<file path="config.mk">
export PLATFORM = sky130hd
export DESIGN_NAME = fifo_read_master
export DESIGN_NICKNAME = d
export VERILOG_FILES = /design/src/rtl/fifo_read_master.sv
export SDC_FILE = /design/constraint.sdc
export NUM_CORES = 1
export LEC_CHECK = 0
export CAP_MARGIN = 20
export CORE_ASPECT_RATIO = 1.5
export CORE_MARGIN = 4
export CORE_UTILIZATION = 43
export DETAILED_ROUTE_END_ITERATION = 16
export DONT_BUFFER_PORTS = 1
export HOLD_SLACK_MARGIN = 0.1
export PLACE_DENSITY_LB_ADDON = 0.1
export SLEW_MARGIN = 10
export SYNTH_ARGS = -nofsm -noshare
export SYNTH_HDL_FRONTEND = slang
export SYNTH_SLANG_ARGS = --single-unit
</file>
<file path="constraint.sdc">
create_clock -name clk_i -period 3.5 [get_ports clk_i]
set_input_delay 0.525 -clock clk_i [delete_from_list [all_inputs] [get_ports clk_i]]
set_output_delay 0.525 -clock clk_i [all_outputs]
set_load 0.02 [all_outputs]
</file>
<file path="src/rtl/fifo_read_master.sv">
// rtl/fifo_read_master.sv - syn_fifo read-side consumer feeding a valid/ready stream via a 2-entry skid buffer
// Optional macro FIFO_RD_COUNT_EN adds the rd_count_o transferred-word counter.
module fifo_read_master #(
    parameter int DATA_WIDTH = 16,
    parameter int CNT_WIDTH  = 16
) (
    input  logic                  clk_i,
    input  logic                  rst_n_i,
    input  logic                  en_i,
    input  logic                  fifo_empty_i,
    input  logic                  half_full_i,
    output logic                  rd_o,
    output logic                  oe_o,
    input  logic [DATA_WIDTH-1:0] data_out_i,
    output logic                  m_valid_o,
    output logic [DATA_WIDTH-1:0] m_data_o,
    input  logic                  m_ready_i,
    output logic                  busy_o
`ifdef FIFO_RD_COUNT_EN
    ,
    output logic [CNT_WIDTH-1:0]  rd_count_o
`endif
);

    typedef enum logic [1:0] {
        S_IDLE  = 2'd0,
        S_RUN   = 2'd1,
        S_DRAIN = 2'd2
    } state_t;

    state_t                r_state;
    state_t                w_state_next;
    logic                  r_rd;
    logic                  r_inflight;
    logic                  r_oe;
    logic [DATA_WIDTH-1:0] r_mem [2];
    logic                  r_head;
    logic [1:0]            r_occ;
    logic [1:0]            w_occ_next;
    logic                  w_push;
    logic                  w_push_ok;
    logic                  w_pop;
    logic                  w_wr_idx;
    logic                  w_credit;
    logic                  w_rd_issue;

    if (CNT_WIDTH < 1) begin : g_cnt_width_invalid
    end

    assign w_push    = r_inflight;
    assign w_pop     = (r_occ != 2'd0) & m_ready_i;
    assign w_push_ok = w_push & (r_occ != 2'd2);
    assign w_wr_idx  = r_head ^ r_occ[0];

    always_comb begin
        w_occ_next = r_occ;
        if (w_push_ok && !w_pop) begin
            w_occ_next = r_occ + 2'd1;
        end else if (!w_push_ok && w_pop) begin
            w_occ_next = r_occ - 2'd1;
        end
    end

    // r_rd is both the word about to be in flight and the spacing flag for the next decision.
    assign w_credit   = (({1'b0, w_occ_next} + {2'b00, r_rd}) < 3'd2);
    assign w_rd_issue = (r_state == S_RUN) & en_i & ~fifo_empty_i & w_credit
                      & (~r_rd | half_full_i);

    always_comb begin
        w_state_next = r_state;
        case (r_state)
            S_IDLE: begin
                if (en_i) w_state_next = S_RUN;
            end
            S_RUN: begin
                if (!en_i) w_state_next = S_DRAIN;
            end
            S_DRAIN: begin
                if (en_i) begin
                    w_state_next = S_RUN;
                end else if (!r_inflight && (r_occ == 2'd0)) begin
                    w_state_next = S_IDLE;
                end
            end
            default: w_state_next = S_IDLE;
        endcase
    end

    always_ff @(posedge clk_i) begin
        if (!rst_n_i) begin
            r_state    <= S_IDLE;
            r_rd       <= 1'b0;
            r_inflight <= 1'b0;
            r_oe       <= 1'b0;
            r_head     <= 1'b0;
            r_occ      <= 2'd0;
            r_mem[0]   <= '0;
            r_mem[1]   <= '0;
        end else begin
            r_state    <= w_state_next;
            r_rd       <= w_rd_issue;
            r_inflight <= r_rd;
            r_oe       <= (w_state_next != S_IDLE);
            r_occ      <= w_occ_next;
            if (w_pop) begin
                r_head <= ~r_head;
            end
            // A push arriving while full is dropped; the credit check keeps it from happening.
            if (w_push_ok) begin
                r_mem[w_wr_idx] <= data_out_i;
            end
        end
    end

`ifdef FIFO_RD_COUNT_EN
    logic [CNT_WIDTH-1:0] r_count;

    always_ff @(posedge clk_i) begin
        if (!rst_n_i) begin
            r_count <= '0;
        end else if (w_push_ok) begin
            r_count <= r_count + 1'b1;
        end
    end

    assign rd_count_o = r_count;
`endif

    assign rd_o      = r_rd;
    assign oe_o      = r_oe;
    assign m_valid_o = (r_occ != 2'd0);
    assign m_data_o  = r_mem[r_head];
    assign busy_o    = (r_state != S_IDLE);

endmodule

</file>
Word-level counts from Yosys, hierarchy flattened. Memory sizes are Yosys's and may differ from the RTL's. A register that Yosys moved wholly into a read port is not among the register bits. Cells that the tools add are included.

Register bits: 8. Bits in writable memories: 32. Input bits: 22. Logic and storage cells: 53. Memories: 1.

Add/sub/neg operators: 3. Magnitude comparators: 1. Eq/ne operators: 3. Muxes and demuxes: 16. Bitwise logic cells: 11. Reduce and logical (&&, ||, !) cells: 12.

Memory list: r_mem (words 2, bits a word 16, read ports 1, clocked after memory_dff 1, write ports 2, line 36) `logic [DATA_WIDTH-1:0] r_mem [2];`.

Operator list (number): $mux 16 (1); $reduce_or 16->1 (1); $mux 2 (6); $mux 1 (8); $and 1x1->1 (6); $pmux 2 s3 (1); $reduce_bool 2->1 (3); $logic_not 2->1 (2); $add 2x1->3 (1); $logic_and 1x1->1 (3); $logic_not 1->1 (3); $lt 3x2->1 const B (1); $not 1->1 (3); $add 2x1->2 const B (1); $eq 2x1->1 const B (1); $eq 2x2->1 const B (1); $ne 2x2->1 const B (1); $sub 2x1->2 const B (1); $or 1x1->1 (1); $xor 1x1->1 (1).

Logic depth before layout (Yosys ltp).
Depth after elaboration: 10. Gate-level depth with buffers: 7. Mapped depth without buffers: 6.

Worst setup path before layout. No wires, ideal clock.

Path kind: flip-flop to flip-flop. From: register r_occ[0]. To: memory r_mem[0][0], enable pin. Data arrival time: 2.103 ns. Slack: 0.986 ns. Cell stages (with the launch flop): 6. Cell sequence: dfxtp_1 inv_1 ha_1 nor2b_4 nand2_1 o21ai_0.

RTL lines: start: declaration (line 38) `logic [1:0] r_occ;`; start signal: assignment (line 104) `r_occ <= w_occ_next;`; end: declaration (line 36).

==> results.md <==
- Fin Clk Skew: 0.00436 ns
- Core ar.: 4030 um2
- Dpl ws: 1.40 ns
- #FFs+latches synth: 41
- # rows: 28
- Initial core utilization: 45.4%
- H-tree depth: 2
- Distinct cell type count after synthesis: 28
- Clock sinks: 41
- Post-route minimum period: 2.08 ns
- Post-synthesis net count: 154
- Clock Path Buffers: 2
- Ys async rst share: 0%
- MaxCap Viol Count: 0
- Port bufs: 0
- Worst Setup SP: r_occ[0]
- Combinational share of power: 16.9%
- Worst EP required: 3.42 ns
- TritonCTS Buffers: 5
- Hold Vio Cnt, Final: 0
- Power share of the clock group: 32.9%
- Hold-fix buffers, CTS: 0
- Status: complete, no violations
- PostCTS Resize Cnt: 0
- Final net count: 156
- Psw: 295 uW
- Layout area overhead: 8.97%
- DR iter-0 viols: 9
- Clk Latency, worst-skew pair: 0.29 ns
- Total I/O pin count: 42
- GRT overflow: 0
- Power Density: 581 nW/um2
- Switch share: 25.5%
- Vias in the first global route: 969
- Largest net degree at the start of global routing: 17
- Total track usage: 11.9%
- Routed Antenna Nets: 0
- Vias/cell: 5.06
- CTS tree: yes
- Worst hold path class: in2reg
- Post-synthesis sequential area ratio: 62.4%
- Via count: 901
- Fin crit share: 59.4%
- R2r worst-path depth: 5
- Final Max Tran Viols: 0
- Yosys Warn Count: 0
- Critical Path Start Type: flip-flop
- Die area: 5380 um2
- Hold WS: 0.298 ns
- Number of fill cells: 351
- Max Clk Rate: 481 MHz
- Cell area after layout: 1990 um2
- CP max FO: 16
- Initial antenna violation count: 0
- Global-route wire length before repair: 4.53 mm
- Layout cells sized above 1: 25.6%
- Sequential power share: 50.2%
- Non-Filler Instances: 178
- CP endpoint kind: flip-flop
- RSZ-0062 raised after global routing: no
- Crit path to: r_mem[0][4]
- Syn_area_per_cell: 14.1 um2
- Worst vdd ir: 0.358 mV
- Root Buffer: clkbuf_8
- DRC: 0
- Reg2Reg Setup Slack: 1.42 ns
- Final worst slack: 1.42 ns
- GP Congestion: 0.725
- Slew HR: 41.6%
- Final setup vio count: 0
- Mean routed wirelength per cell: 16.0 um
- Half-perimeter wire length after placement: 2.02 mm
- Synth Cell Area: 1830 um2
- CP Class: reg2reg
- Clock transition at path regs: 0.08 ns
- Post-CTS setup buffers: 0
- Post-synthesis cell count: 130
- Final WL: 2.86 mm
- Worst R2R Start: r_occ[0]
- Number of flops mapped to enable cells by yosys: 32
- Die W: 61.2 um
- Worst-Margin Slew: 0.873 ns
- LEAKAGE: 0.768 nW
- Final TNS setup: 0 ns
- HP Start: fifo_empty_i
- FF-to-FF End: r_mem[0][4]
- Ys flop type: edfxtp_1
- Dpl cells: 170
- Arr. time, crit path: 2.00 ns
- Antenna cells: 0
- Die Y: 87.9 um
- Cell Area, Placed: 1870 um2
- First-pass iteration count of the detailed router: 2
- P_int: 863 uW
-- cells in the final DEF (no fill, tap or decap), types with 3 or more instances in the layout --
master,instances
dfxtp_1,9
edfxtp_1,32
mux2_2,16
and2_1,35
clkbuf_8,5
nand2_1,3
inv_1,3
-- final cells by class --
class	count	area (um2)	area share, %
flip-flops and latches	41	1140	57.3
multi-input cells	81	659	33.1
clock buffers	7	119	5.97
well taps	45	56.3	2.83
inverters	3	11.3	0.565
clock inverters	1	5.00	0.251
-- layer usage --
| metal | track usage, % | vias up | routed length, um |
|---|---|---|---|
| li1 | - | 450 | - |
| met3 | 6.93 | 6 | 329 |
| met4 | 5.33 | 0 | 56 |
| met2 | 21.2 | 31 | 1530 |
| met5 | 0 | - | 0 |
| met1 | 10.2 | 414 | 935 |
-- stage by stage --
step,power [mW],util [%]
finish,1.16,49.4
global route,1.21,49.4
CTS,1.18,49.4
detailed placement,0.792,46.4
global placement,0.790,46.4
floorplan,0.765,-
-- cell families after synthesis --
| kind of cell | after synthesis | share of synthesized area (%) |
|---|---|---|
| flip-flops | 41 | 62.4 |
| buffers and inverters | 8 | 1.92 |
| multiplexers | 19 | 12.0 |
| AND/OR/NAND/NOR | 51 | 17.7 |
| XOR/XNOR | 4 | 2.67 |
| adder cells (fa/ha/maj) | 2 | 1.37 |
| AO/OA/AOI/OAI | 5 | 1.92 |
-- power by group through the flow --
stage          clock network (mW)  logic (mW)  registers [mW]
6_report                    0.381       0.195           0.581
5_1_grt                     0.413       0.213           0.587
4_1_cts                     0.392       0.200           0.583
3_5_place_dp                    0       0.198           0.594
3_3_place_gp                    0       0.198           0.592
2_1_floorplan                   0       0.191           0.574
-- worst min-delay path by stage --
stage | to | depth (start not counted)
4_1_cts | rd_o | 1
3_3_place_gp | r_state[0] | 1
5_1_grt | rd_o | 1
3_5_place_dp | r_state[0] | 1
2_1_floorplan | r_state[0] | 1
6_report | rd_o | 1
-- state kept, by name, indices dropped and copies added (netlist names), named ones only --
name and count:
r_occ 2, oe_o 1, r_mem 32, r_inflight 1, rd_o 1, r_state 2, r_head 1
-- cell usage after synthesis, types with 2 or more instances --
cell / number / share of area [%]
a21oi_1: 2 / 0.55
and2_1: 35 / 12
buf_2: 2 / 0.55
clkbuf_2: 2 / 0.55
dfxtp_1: 9 / 9.9
edfxtp_1: 32 / 53
ha_1: 2 / 1.4
inv_1: 3 / 0.62
mux2_2: 16 / 9.9
nand2_1: 3 / 0.62
nor2_1: 2 / 0.41
nor2b_1: 2 / 0.68
nor2b_4: 2 / 1.5
o21ai_0: 2 / 0.55
or2_2: 2 / 0.68
xor2_1: 2 / 0.96
-- worst max-delay path: stages (launching register included) --
cell	delay [ns]
dfxtp_1	0.41
inv_1	0.09
ha_1	0.23
nor2b_4	0.17
nand2_1	0.14
o21ai_2	0.68
Power figures use the tool's default switching activity.
